--- src/rtl/rr_arbiter_8_pkg.sv ---
// rtl/rr_arbiter_8_pkg.sv - shared constants and FSM encoding for the 8-way round-robin arbiter
package rr_arbiter_8_pkg;

   localparam int N_REQ            = 8;
   localparam int IDX_W            = 3;
   localparam int CNT_W            = 8;
   localparam int DEFAULT_MAX_HOLD = 16;

   typedef enum logic {
      IDLE = 1'b0,
      HOLD = 1'b1
   } arb_state_t;

endpackage

--- src/rtl/decoder_3_8.sv ---
// rtl/decoder_3_8.sv - 3-to-8 one-hot decoder with enable
module decoder_3_8 (
   input  logic [2:0] in,
   input  logic       en,
   output logic [7:0] out
);

   always_comb begin
      out = 8'h00;
      if (en) begin
         out = 8'h01 << in;
      end
   end

endmodule

--- src/rtl/rr_arbiter_8.sv ---
// rtl/rr_arbiter_8.sv - 8-way round-robin arbiter for a shared write port
// Grants are held until done, request drop, or MAX_HOLD expiry; one IDLE cycle separates grants.
module rr_arbiter_8
   import rr_arbiter_8_pkg::*;
#(
   parameter int MAX_HOLD = DEFAULT_MAX_HOLD
) (
   input  logic             clock,
   input  logic             reset,
   input  logic [N_REQ-1:0] req,
   input  logic             done,
   output logic [N_REQ-1:0] grant,
   output logic [IDX_W-1:0] grant_idx,
   output logic             grant_valid,
   output logic             timeout
);

   localparam logic [CNT_W-1:0] HOLD_LAST = CNT_W'(MAX_HOLD - 1);
   localparam logic [CNT_W-1:0] CNT_SAT   = {CNT_W{1'b1}};

   arb_state_t       state;
   logic [IDX_W-1:0] ptr;
   logic [CNT_W-1:0] hold_cnt;

   logic             pick_found;
   logic [IDX_W-1:0] pick_idx;
   logic [IDX_W-1:0] cand;
   logic             expire;
   logic             owner_req;
   logic             release_now;

   // Round-robin scan: first set request starting at ptr, wrapping mod 8.
   always_comb begin
      pick_found = 1'b0;
      pick_idx   = '0;
      cand       = '0;
      for (int k = 0; k < N_REQ; k++) begin
         cand = ptr + IDX_W'(k);
         if (!pick_found && req[cand]) begin
            pick_found = 1'b1;
            pick_idx   = cand;
         end
      end
   end

   assign expire      = (hold_cnt == HOLD_LAST);
   assign owner_req   = req[grant_idx];
   assign release_now = done || !owner_req || expire;

   always_ff @(posedge clock) begin
      if (reset) begin
         state       <= IDLE;
         ptr         <= '0;
         hold_cnt    <= '0;
         grant_idx   <= '0;
         grant_valid <= 1'b0;
         timeout     <= 1'b0;
      end else begin
         timeout <= 1'b0;
         case (state)
            IDLE: begin
               if (pick_found) begin
                  state       <= HOLD;
                  grant_idx   <= pick_idx;
                  grant_valid <= 1'b1;
                  hold_cnt    <= '0;
               end
            end
            HOLD: begin
               if (release_now) begin
                  state       <= IDLE;
                  ptr         <= grant_idx + IDX_W'(1);
                  grant_idx   <= '0;
                  grant_valid <= 1'b0;
                  hold_cnt    <= '0;
                  // Only a pure expiry counts as a timeout; done or req drop wins.
                  timeout     <= expire && !done && owner_req;
               end else if (hold_cnt != CNT_SAT) begin
                  hold_cnt <= hold_cnt + CNT_W'(1);
               end
            end
            default: state <= IDLE;
         endcase
      end
   end

   decoder_3_8 u_grant_dec (
      .in  (grant_idx),
      .en  (grant_valid),
      .out (grant)
   );

endmodule

--- config.mk ---
export PLATFORM = sky130hd
export DESIGN_NAME = rr_arbiter_8
export DESIGN_NICKNAME = d
export VERILOG_FILES = /design/src/rtl/rr_arbiter_8_pkg.sv /design/src/rtl/decoder_3_8.sv /design/src/rtl/rr_arbiter_8.sv
export SDC_FILE = /design/constraint.sdc
export NUM_CORES = 1
export LEC_CHECK = 0
export CAP_MARGIN = 20
export CORE_UTILIZATION = 31
export DETAILED_ROUTE_END_ITERATION = 8
export MAX_ROUTING_LAYER = met4
export SLEW_MARGIN = 20
export SYNTH_ARGS = -nofsm -noshare
export SYNTH_HDL_FRONTEND = slang
export SYNTH_SLANG_ARGS = --single-unit
export TNS_END_PERCENT = 1
--- constraint.sdc ---
create_clock -name clock -period 5.05 [get_ports clock]
set_input_delay 1.01 -clock clock [delete_from_list [all_inputs] [get_ports clock]]
set_output_delay 1.01 -clock clock [all_outputs]
set_load 0.01 [all_outputs]
# Word level (Yosys, flattened, before mapping)
# Cells that the tools add are included.
[word_totals]
output_inout_bits = 13
inputBits = 11
register_bits = 17
elab_cells = 104
[classes]
muxes = 48
reduce_logical = 24
eq_ne = 5
n_lt_le_gt_ge = 9
n_bitwise = 2
n_addsub = 9
shift = 1
[ops]
columns = ["op", "count"]
rows = [
  ["$lt 3x4->1 const B", 9],
  ["$mux 8", 4],
  ["$mux 3", 10],
  ["$bmux 1 s3", 9],
  ["$mux 1", 21],
  ["$pmux 8 s2", 1],
  ["$add 3x3->3 const B", 4],
  ["$logic_and 1x1->1", 9],
  ["$logic_not 1->1", 9],
  ["$add 8x1->8 const B", 1],
  ["$eq 8x4->1 const B", 1],
  ["$ne 8x8->1 const B", 1],
  ["$shl 1x3->8 const A", 1],
  ["$add 3x1->3 const B", 2],
  ["$add 3x2->3 const B", 2],
  ["$pmux 3 s2", 1],
  ["$reduce_and 2->1", 3],
  ["$pmux 1 s2", 2],
  ["$ne 3x1->1 const B", 1],
  ["$reduce_or 3->1", 1],
  ["$logic_or 1x1->1", 2],
  ["$ne 2x1->1 const B", 1],
  ["$ne 2x2->1 const B", 1],
  ["$not 1->1", 2],
]

# Depth between registers and ports, before layout
[logic_depth]
ltp_word = 26
mapped_depth = 12
mapped_depth_nobuf = 8

# Hierarchy
# Synthesis repeated with hierarchy kept, for this count alone.
[hier_totals]
hier_cells = 187
hier_area_um2 = 1806.7
[by_module_without_submodules]
columns = ["module", "n_inst", "cells_per_inst", "seq_area_each_um2", "area_each_um2"]
rows = [
  ["rr_arbiter_8", 1, 179, 340.3, 1711.6],
  ["decoder_3_8", 1, 8, 0.0, 95.1],
]

# Least setup slack after synthesis
# OpenSTA, ideal clock, no wires.
[synth_timing]
path_kind = "register to register"
from = "reg ptr[0]"
to = "reg hold_cnt[4]"
path_buffers = 2
required_ps = 4979
setup_ps = 71
arrival_ps = 3119
stages_incl_launch_ff = 11
period_less_slack_ps = 3190
path_slack_ps = 1860
cell_sequence = "dfxtp_1 > clkbuf_4 > inv_1 > ha_1 > mux4_2 > mux2_2 > or3_4 > nor4b_4 > buf_6 > o31ai_1 > a21oi_1"
[synth_between]
elab_chain_len = 26
word_cells_on_any_way = 47
cone_classes = "add/sub (7); eq/ne (1); mux (24); reduce/logical (15)"
[synth_lines]
columns = ["element", "line", "rtl"]
rows = [
  ["start, declared", "rr_arbiter_8.sv:22", "logic [IDX_W-1:0] ptr;"],
  ["start signal, assigned", "rr_arbiter_8.sv:72", "ptr <= grant_idx + IDX_W'(1);"],
  ["parallel branches: the longest is 23 deep, another holds $add 3x1->3", "--", ""],
  ["$mux 1 *", "rr_arbiter_8.sv:39", "if (!pick_found && req[cand]) begin"],
  ["$ne 2x2->1 (no line) *", "--", ""],
  ["$reduce_and 2->1 (no line) *", "--", ""],
  ["end signal, assigned", "rr_arbiter_8.sv:79", "hold_cnt <= hold_cnt + CNT_W'(1);"],
  ["end, declared", "rr_arbiter_8.sv:23", "logic [CNT_W-1:0] hold_cnt;"],
]
# Mark *: on every way between the ends. The select of a mux whose other input is x is not followed.
# A chain may end at the register's enable or synchronous reset.

# Final worst setup path
[layout_timing]
from = "reg ptr[0]"
to = "reg grant_idx[2]"
[layout_between]
elab_chain_len = 26
word_cells_on_any_way = 57
cone_classes = "add/sub (7); eq/ne (1); mux (34); reduce/logical (15)"
[layout_lines]
columns = ["element", "line", "rtl"]
rows = [
  ["parallel branches: the longest is 26 deep, another holds $add 3x1->3", "--", ""],
  ["end signal, assigned", "rr_arbiter_8.sv:64", "grant_idx <= pick_idx;"],
  ["end, declared", "rr_arbiter_8.sv:13", "output logic [IDX_W-1:0] grant_idx,"],
]
# Several ways; the timed one is not identified. The select of a mux whose other input is x is not followed.

==> flow_metrics.env <==
export IMPL_drc=0
export IMPL_path_depth=9
export IMPL_netlist_area_leader_share=0.195
export IMPL_drv_slew=0
export IMPL_finalPower_uw=556
export IMPL_ys_async_sr_fraction=0
export IMPL_pin_count=24
export IMPL_ys_types=52
export IMPL_slowest_stage="ha_1"
export IMPL_yosysSeqAreaShare=0.184
export IMPL_syn_avg_cell_area_um2=9.35
export IMPL_hold_ws_ns=0.516
export IMPL_synth_mux_area_frac=0.285
export IMPL_post_cts_buffers=0
export IMPL_start_kind="register"
export IMPL_cts_reportedPaths_clkPinSlew_ns=0.07
export IMPL_finalSetupViolCount=0
export IMPL_fin_nets=238
export IMPL_crit_family="simple AND/OR/NAND/NOR gates"
export IMPL_ant_nets=0
export IMPL_power_density_mw_per_mm2=256
export IMPL_post_cts_resize_count=0
export IMPL_synth_adder_area_share=0.0609
export IMPL_cts_hold_buf=0
export IMPL_critPathArrivalTime_ns=4.21
export IMPL_synth_top_family_by_area="multiplexers"
export IMPL_hold_path_class="register to register"
export IMPL_synth_simple_area_share=0.233
export IMPL_initial_core_util=0.328
export IMPL_end_kind="register"
export IMPL_ctsHtreeMaxLevel=1
export IMPL_yosys_area_top_type="mux4_2"
export IMPL_place_hpwl_mm=3.56
export IMPL_r2r_slack_ns=1.02
export IMPL_clock_skew_final_ns=0.00716
export IMPL_design_core_area_mm2=0.00564
export IMPL_area_delta_synth_final_pct=17.6
export IMPL_rows=27
export IMPL_crit_chain="buf_4 > inv_1 > ha_1 > mux4_2 > mux2_2 > or3_4 > nor4b_4 > o21ai_1 > o211ai_1"
export IMPL_ir_drop_uv=91.2
export IMPL_cts_made_buffers=3
export IMPL_rr_startpoint="ptr[0]"
export IMPL_fp_dieH_um=79.3
export IMPL_synth_area_mm2=0.00185
export IMPL_grt_max_degree=19
export IMPL_viasPerCell=5.87
export IMPL_cap_violations=0
export IMPL_synth_cells=198
export IMPL_first_pass_iters=4
export IMPL_n_antenna_cell=0
export IMPL_slew_headroom=0.290
export IMPL_holdPathEnd="hold_cnt[6]"
export IMPL_wl_per_cell_um=16.2
export IMPL_synth_xor_area_frac=0.0189
export IMPL_min_delay_start="hold_cnt[6]"
export IMPL_layout_drive_gt1_share=0.143
export IMPL_period_minus_slack_ns=4.03
export IMPL_synth_area_top_cells="mux4_2, dfxtp_1, ha_1, mux2i_1, mux2_2"
export IMPL_clockBufferDepth=2
export IMPL_clock_latency_ns=0.26
export IMPL_ys_warn_count=0
export IMPL_p_leak_uw=0.000767
export IMPL_cts_tree="built"
export IMPL_num_vias=1695
export IMPL_r2r_end="grant_idx[2]"
export IMPL_die_x_um=79.3
export IMPL_grt_pass1_vias=1663
export IMPL_hold_path_depth=2
export IMPL_place_gp_congestion=0.986
export IMPL_grt_pass1_wl_mm=8.00
export IMPL_grt_antenna_before_repair=0
export IMPL_critPathMaxFanout=18
export IMPL_rsz0062_at_grt="false"
export IMPL_cts_root_buf="clkbuf_8"
export IMPL_fmax_ghz=0.248
export IMPL_period_share=0.798
export IMPL_synth_ff_type="dfxtp_1"
export IMPL_worst_pin_slew_ns=1.06
export IMPL_grt_total_usage=0.163
export IMPL_clkSinkCount=17
export IMPL_io_buffers=23
export IMPL_final_cells=289
export IMPL_synthesis_nets=218
export IMPL_r2r_cells=9
export IMPL_critical_path_max_stage_delay_ns=0.69
export IMPL_crit_buf_inv=2
export IMPL_synth_compound_area_frac=0.172
export IMPL_tns_ns=0
export IMPL_hold_viol=0
export IMPL_postRouteWirelength_mm=4.67
export IMPL_first_iter_violations=178
export IMPL_status="finished clean"
export IMPL_path_class="register to register"
export IMPL_worstPathRequired_ns=5.23
export IMPL_synth_edff_count=0
export IMPL_overflow=0
export IMPL_synth_ff_latch_count=17
export IMPL_die_area_mm2=0.00628
export IMPL_dpl_cell_count=285
[sequential cells by signal, summed over array words and instances (netlist names)]
| signal | count |
|---|---|
| hold_cnt | 8 |
| grant_idx | 3 |
| grant_valid | 1 |
| state | 1 |
| timeout | 1 |
| ptr | 3 |
[stage by stage]
step | worst slack [ns] | util | area (um2)
CTS | 0.992 | 0.386 | 2180
global placement | 0.983 | 0.378 | 2130
global route | 0.695 | 0.386 | 2180
detailed placement | 0.894 | 0.378 | 2130
finish | 1.02 | 0.386 | 2180
floorplan | 1.86 | - | 1850
[worst max path at each step]
| stage | start | endpoint |
|---|---|---|
| final | ptr[0] | grant_idx[2] |
| after global placement | req[5] | grant_idx[2] |
| after floorplan | ptr[0] | hold_cnt[4] |
| after global routing | ptr[0] | grant_idx[2] |
| after detailed placement | req[5] | grant_idx[2] |
| after CTS | ptr[0] | grant_idx[2] |
[synthesized netlist by cell type (2+ instances only)]
cell      number
dfxtp_1       17
nand3_1        8
a211oi_1       3
and3_1         7
and2_1         7
clkbuf_1       5
o21ai_0        5
mux2_2         6
nand2_1        6
o21ai_1        3
buf_2          2
a211o_1        3
nor2b_1        2
xor2_1         3
nand2b_1       3
or4_1          6
or3_1          2
nor2_1        16
mux4_2        16
o211ai_1       2
a21oi_1       12
or4b_1         2
inv_1          8
mux2i_1       10
nor3_1         2
nor4_1         2
ha_1           9
o31ai_1        7
[placed cells by master, fill, tap and decap left out, types with 6 or more instances in the layout]
cell,instances
or4_1,6
o31ai_1,7
ha_1,9
clkdlybuf4s50_1,23
mux4_2,16
a21oi_1,12
and2_1,7
dfxtp_1,17
mux2_2,6
mux2i_1,10
nor2_1,16
and3_1,7
nand2_1,6
nand3_1,8
inv_1,8
[worst reg2reg max path, cell delays in order (launching register included)]
cell	delay, ns
dfxtp_1	0.31
buf_4	0.22
inv_1	0.20
ha_1	0.70
mux4_2	0.63
mux2_2	0.34
or3_4	0.38
nor4b_4	0.67
o21ai_1	0.29
o211ai_1	0.22
[per-layer routing]
layer,part of all wire,vias up,track usage
met5,0,-,-
met2,0.47,54,0.260
li1,-,820,-
met4,0.016,0,0.0527
met3,0.037,10,0.0115
met1,0.47,811,0.221
[power breakdown]
group	internal [uW]	leakage, uW	total, uW	switching (uW)
sequential	143	0.000138	158	15.4
clock	56.0	0.0000228	104	48.1
combinational	144	0.000606	294	150
total	342	0.000767	556	214
[logic make-up after synthesis]
group,after synthesis
simple gates,72
compound gates,46
mux,32
buf+inv,18
flops,17
fa+ha+maj,9
xor+xnor,4
[area by class of cell]
cell class / instances / area (um2)
clock buffers: 4 / 45.0
well taps: 72 / 90.1
multi-input cells: 163 / 1430
fillers: 557 / 3470
inverters: 8 / 30.0
repair buffers: 25 / 245
flip-flops and latches: 17 / 340
Note: power is estimated with default switching activity, not from simulation.
